**src/rtl/branch_pkg.sv**
```systemverilog
// Shared RV32I branch condition encodings used by the branch datapath.
package branch_pkg;

  typedef enum logic [2:0] {
    BR_BEQ  = 3'b000,
    BR_BNE  = 3'b001,
    BR_BLT  = 3'b100,
    BR_BGE  = 3'b101,
    BR_BLTU = 3'b110,
    BR_BGEU = 3'b111
  } br_funct3_e;

endpackage

```
**src/rtl/branch_cmp.sv**
```systemverilog
// Combinational comparator: equality, signed less-than and unsigned less-than.
module branch_cmp #(
  parameter int XLEN = 32
) (
  input  logic [XLEN-1:0] i_a,
  input  logic [XLEN-1:0] i_b,
  output logic            o_eq,
  output logic            o_lt_s,
  output logic            o_lt_u
);

  logic [XLEN-1:0] w_a_bias;
  logic [XLEN-1:0] w_b_bias;

  // Flipping the MSB maps two's complement order onto unsigned order.
  assign w_a_bias = {~i_a[XLEN-1], i_a[XLEN-2:0]};
  assign w_b_bias = {~i_b[XLEN-1], i_b[XLEN-2:0]};

  assign o_eq   = (i_a == i_b);
  assign o_lt_u = (i_a < i_b);
  assign o_lt_s = (w_a_bias < w_b_bias);

endmodule

```
**src/rtl/branch_unit.sv**
```systemverilog
// Branch condition decode with a combinational decision and a one-cycle
// registered copy of decision, illegal flag and branch target.
module branch_unit
  import branch_pkg::*;
#(
  parameter int XLEN = 32
) (
  input  logic            clk,
  input  logic            rst_n,
  input  logic [XLEN-1:0] in1,
  input  logic [XLEN-1:0] in2,
  input  logic [2:0]      funct3,
  input  logic            valid_i,
  input  logic [XLEN-1:0] pc,
  input  logic [XLEN-1:0] imm,
  output logic            result,
  output logic            illegal,
  output logic            result_q,
  output logic            illegal_q,
  output logic            valid_q,
  output logic [XLEN-1:0] target_q
);

  logic            w_eq;
  logic            w_lt_s;
  logic            w_lt_u;
  logic            w_result;
  logic            w_illegal;
  logic [XLEN-1:0] w_target;

  logic            r_result;
  logic            r_illegal;
  logic            r_valid;
  logic [XLEN-1:0] r_target;

  branch_cmp #(.XLEN(XLEN)) u_cmp (
    .i_a    (in1),
    .i_b    (in2),
    .o_eq   (w_eq),
    .o_lt_s (w_lt_s),
    .o_lt_u (w_lt_u)
  );

  always_comb begin
    w_result  = 1'b0;
    w_illegal = 1'b0;
    case (funct3)
      BR_BEQ:  w_result = w_eq;
      BR_BNE:  w_result = ~w_eq;
      BR_BLT:  w_result = w_lt_s;
      BR_BGE:  w_result = ~w_lt_s;
      BR_BLTU: w_result = w_lt_u;
      BR_BGEU: w_result = ~w_lt_u;
      default: begin
        w_result  = 1'b0;
        w_illegal = 1'b1;
      end
    endcase
  end

  // Carry out of the address add is dropped so the target wraps.
  assign w_target = pc + imm;

  always_ff @(posedge clk or negedge rst_n) begin
    if (!rst_n) begin
      r_result  <= 1'b0;
      r_illegal <= 1'b0;
      r_valid   <= 1'b0;
      r_target  <= '0;
    end else if (valid_i) begin
      r_result  <= w_result;
      r_illegal <= w_illegal;
      r_valid   <= 1'b1;
      r_target  <= w_target;
    end else begin
      r_result  <= 1'b0;
      r_illegal <= 1'b0;
      r_valid   <= 1'b0;
    end
  end

  assign result    = w_result;
  assign illegal   = w_illegal;
  assign result_q  = r_result;
  assign illegal_q = r_illegal;
  assign valid_q   = r_valid;
  assign target_q  = r_target;

endmodule

```
**config.mk**
```make
export PLATFORM = sky130hd
export DESIGN_NAME = branch_unit
export DESIGN_NICKNAME = d
export VERILOG_FILES = /design/src/rtl/branch_pkg.sv /design/src/rtl/branch_cmp.sv /design/src/rtl/branch_unit.sv
export SDC_FILE = /design/constraint.sdc
export NUM_CORES = 1
export LEC_CHECK = 0
export BUFFER_PORTS_ARGS = -buffer_cell sky130_fd_sc_hd__buf_4
export CAP_MARGIN = 20
export CORE_MARGIN = 3
export CORE_UTILIZATION = 40
export CTS_BUF_LIST = sky130_fd_sc_hd__clkbuf_16
export DETAILED_ROUTE_END_ITERATION = 7
export HOLD_SLACK_MARGIN = 0.15
export PLACE_DENSITY = 0.73
export SYNTH_ARGS = -nofsm -noshare
export SYNTH_HDL_FRONTEND = slang
export SYNTH_SLANG_ARGS = --single-unit
```
**constraint.sdc**
```tcl
create_clock -name clk -period 1.75 [get_ports clk]
set_input_delay 0.2625 -clock clk [delete_from_list [all_inputs] [get_ports clk]]
set_output_delay 0.2625 -clock clk [all_outputs]
set_load 0.02 [all_outputs]
```
After elaboration in Yosys (flattened, before gate mapping)
Cells that the tools add are included.
{"block": "word_totals", "register_bits": 35, "input_bits": 134, "out_inout_bits": 37, "word_cells": 25}
{"block": "classes", "add_sub_neg": 1, "order_cmp": 2, "n_eq_ne": 6, "n_mux": 5, "bitwise": 5, "reduce_logical": 2}
{"operator": "< comparator 32 bit", "n": 2}
{"operator": "adder 32 bit", "n": 1}
{"operator": "equality test 32 bit", "n": 1}
{"operator": "equality test 3 bit, second input constant", "n": 4}
{"operator": "one-hot mux 1 bit (6 select lines)", "n": 1}
{"operator": "OR reduction 6 bit", "n": 1}
{"operator": "inverter 1 bit", "n": 5}
{"operator": "two-way mux 1 bit", "n": 4}
{"operator": "equality test 3 x 1 -> 1 bit, second input constant", "n": 1}
{"operator": "logical NOT 3 bit", "n": 1}

Logic depth before layout (Yosys ltp)
{"block": "logic_depth", "word_depth": 5, "mapped_depth": 11}

By module
Synthesis repeated with hierarchy kept, for this count alone.
{"block": "unflattened", "hier_cells": 463, "hier_area_um2": 3948.8}
{"mod": "branch_unit", "n_inst": 1, "cells_per_inst": 346, "area_per_inst_um2": 3093.0}
{"mod": "branch_cmp", "n_inst": 1, "cells_per_inst": 117, "area_per_inst_um2": 855.8}

Worst setup path after synthesis
OpenSTA, ideal clock, no wires.
{"block": "synth_timing", "path_kind": "input-to-reg", "startpoint": "input port pc[0]", "endpoint": "register r_target[24] (netlist: target_q[24])", "setup_ns": 0.126, "arrival_time_ns": 2.313, "t_required_ns": 1.624, "slack_ns": -0.689, "stages": 11, "path_buffers": 0, "cell_sequence": "ha_1 > inv_1 > fa_1 > nand2b_1 > a21o_1 > a31oi_1 > a31o_2 > a31o_2 > a21oi_1 > o21a_1 > a221o_1"}
{"block": "synth_via", "elab_chain_len": 1}
{"item": "start: declaration", "line_no": "branch_unit.sv:14", "source": "input logic [XLEN-1:0] pc,"}
{"item": "adder 32 bit", "line_no": "branch_unit.sv:62", "source": "assign w_target = pc + imm;"}
{"item": "end signal: assignment", "line_no": "branch_unit.sv:74", "source": "r_target <= w_target;"}
{"item": "end: declaration", "line_no": "branch_unit.sv:34", "source": "logic [XLEN-1:0] r_target;"}
Every way passes these cells.
A chain may end at the register's enable or synchronous reset.

Worst setup path in the final report
{"block": "layout_timing", "startpoint": "input port in1[17]", "endpoint": "output port result"}
{"block": "layout_via", "elab_chain_len": 3, "elab_cells_between_ends": 7, "classes_between": "2 x order compare; 1 x eq/ne; 1 x mux; 3 x bitwise"}
{"item": "start: declaration", "line_no": "branch_unit.sv:10", "source": "input logic [XLEN-1:0] in1,"}
{"item": "< comparator 32 bit, or another cell as far along", "line_no": "branch_cmp.sv:20", "source": "assign o_lt_u = (i_a < i_b);"}
{"item": "inverter 1 bit (on tied branches)", "line_no": "branch_unit.sv:53, branch_unit.sv:49, branch_unit.sv:51"}
{"item": "one-hot mux 1 bit (6 select lines) (*)", "line_no": "branch_unit.sv:47", "source": "case (funct3)"}
{"item": "end: declaration", "line_no": "branch_unit.sv:16", "source": "output logic result,"}
Mark *: on every way between the ends. The rest lies on a longest branch, timed or not.

==> reports/qor.csv <==
metric,value,unit
p_leak,3.57,nW
port_buffers,170,
synth_mux_area_share,7.86,%
drtPass1Iterations,4,
drive_gt1_share,59.5,%
synth_area_leaders,"dfrtp_1, ha_1, mux2_2",
chipWidth,104,um
n_antenna_cell,0,
initial_utilization,41.3,%
peakVddDrop,0.000438,V
fillCellCount,614,
synth.distinct_cells,48,
wl_per_cell,16.6,um
final.min_clock_period,2.22,ns
cts_tree,done,
required,1.49,ns
grt_pass1_vias,4767,
status,finished with violations,
die_height,104,um
ys_ff_latch,35,
worst_pin_slew,0.493,ns
die-area,10800,um^2
synth_cells,443,
cts_buffer_depth,2,
setup_slack,-0.468,ns
critPathArrivalTime,1.96,ns
antenna_found_initial,0,
final-setup-viol-count,27,
place_inst,826,
crit_type,in -> out,
synth-async-reset-ratio,100,%
htree_levels,2,
num_rows,35,
synthXorXnorAreaFrac,5.48,%
final_hold_viol_count,0,
nets,922,
vias_per_cell,5.33,
rsz0062_at_grt,yes,
yosysSeqAreaShare,22.8,%
clk_latency,0.28,ns
fmax,451,MHz
synth_area_leader_cell,dfrtp_1,
grt_max_degree,36,
p_per_area,631,nW/um^2
yosysWarningCount,0,
synth_area,3840,um^2
synth_fp_nets,642,
drv_slew,0,
ys.flop_type,dfrtp_1,
clockRootBuffer,clkbuf_16,
synthSimpleGateAreaFrac,13.4,%
drt_iter0_drc,151,
vias,4544,
numCtsBuffers,5,
maxCapViolCount,0,
io_pins,171,
max_slew_margin,67.1,%
p_total,4.61,mW
netlist_top_cells_count,"ha_1, inv_1, a21oi_1",
grt_first_pass_wirelength,21900,um
grt-ovfl-total,0,
synth-compound-area-share,23.7,%
violations,negative setup slack,
syn_avg_cell_area,8.66,um^2
critPathLaunchType,primary input,
synth.top_cell.area_share,22.8,%
gp_congestion,0.858,
synthAdderAreaFrac,21.4,%
synth-edff-count,0,
skew,0,ns
cts_sinks,35,
area_growth,90.3,%
fp.coreArea,9280,um^2
synth.most_common_cell,ha_1,
cp_max_fo,2,
fin_tns_setup,-6.03,ns
place_hpwl,10500,um
clkTransAtPathRegs,0.06,ns
route.final.wire_length,14200,um
grtUsageTotal,24.2,%
drc,0,
fin_cells,853,
timing.final.crit_share,127,%
min_path_type,in -> reg,
synth_top_family_by_area,compound AO/OA/AOI/OAI gates,
cp-end-kind,output pin,
ant_nets,0,
cells by family after synthesis:
kind of cell / after synthesis
AO/OA/AOI/OAI: 135
XOR/XNOR: 24
adder cells (fa/ha/maj): 65
buffers and inverters: 55
flip-flops: 35
multiplexers: 27
AND/OR/NAND/NOR: 102
area by class of cell:
cell class | count | area, um^2 | area share (%)
Tap cell | 129 | 161 | 2.21
Timing Repair Buffer | 284 | 2270 | 31.2
Clock buffer | 5 | 125 | 1.71
Sequential cell | 35 | 876 | 12.0
Inverter | 44 | 185 | 2.54
Clock inverter | 3 | 16.3 | 0.223
Multi-Input combinational cell | 353 | 3660 | 50.2
where the power goes:
part	internal, mW	switching (mW)	total (mW)	leakage, nW
registers	0.989	0.116	1.10	0.412
logic	1.43	1.20	2.63	3.09
clock network	0.520	0.348	0.867	0.0710
sequential cells by signal, summed over array words and instances (netlist names):
signal / cells
valid_q: 1
target_q: 32
illegal_q: 1
result_q: 1
critical path: stages:
cell and delay (ns):
buf_4 0.13, ha_4 0.25, nand4_1 0.14, nor4_2 0.34, nand3_1 0.13, xor2_1 0.15
or3_1 0.34, nand3_2 0.08, buf_6 0.12
through the flow:
stage          worst slack [ns]  area (um^2)  util [%]  hold slack, ns
6_report                 -0.468         7300      78.6           0.282
5_1_grt                  -0.593         7300      78.6           0.283
4_1_cts                  -0.494         6900      74.3           0.277
3_5_place_dp             -0.745         6280      67.6           0.257
3_3_place_gp             -0.699         6280      67.6           0.262
2_1_floorplan            -0.520         4170         -         -0.0331
worst paths after layout:
check / from / end / slack [ns] / cells after the start
max: in1[17] / result / -0.47 / 9
min: valid_i / valid_q / 0.28 / 1
max reg2reg: target_q[24] / target_q[24] / 0.90 / 1
min reg2reg: target_q[31] / target_q[31] / 0.49 / 1
max in group asynchronous: rst_n / target_q[10] / 0.91 / 2
min in group asynchronous: rst_n / target_q[19] / 0.49 / 2
repair_timing:
item,CTS,global route
hold endpoints to repair,35,0
endpoints found under the setup margin,26,26
gates cloned,0,0
setup buffers,11,9
hold buffers,1,0
resized for setup,72,68
pin swaps,49,34
cell usage in the layout, fill, tap and decap left out, drive strengths merged, types with 2 or more instances in the layout:
| cell | synthesis | final |
|---|---|---|
| nand3 | 10 | 10 |
| xor2 | 6 | 6 |
| o22ai | 2 | 2 |
| nor2 | 19 | 19 |
| buf | 0 | 283 |
| o21bai | 3 | 3 |
| and3 | 6 | 6 |
| a31oi | 10 | 10 |
| o211ai | 9 | 9 |
| mux2 | 22 | 22 |
| ha | 64 | 64 |
| nand4 | 8 | 8 |
| clkbuf | 11 | 5 |
| a21o | 32 | 32 |
| a211oi | 4 | 4 |
| mux2i | 5 | 5 |
| and2 | 3 | 3 |
| o21a | 7 | 7 |
| a21oi | 37 | 37 |
| inv | 44 | 45 |
| a221o | 4 | 4 |
| a31o | 3 | 3 |
| nor3 | 10 | 10 |
| nand2 | 24 | 24 |
| nor2b | 7 | 7 |
| xnor2 | 18 | 18 |
| dfrtp | 35 | 35 |
| or3 | 2 | 2 |
| a221oi | 2 | 2 |
| nand2b | 8 | 8 |
| o21ai | 16 | 16 |
metal layers:
metal / global-route usage [%] / vias to the layer above / wire [um]
met4: 4.75 / 0 / 219
met1: 26.7 / 2182 / 5330
li1: - / 2178 / -
met3: 6.33 / 18 / 1070
met5: 0 / - / 0
met2: 46.6 / 166 / 7530
Power figures use the tool's default switching activity.
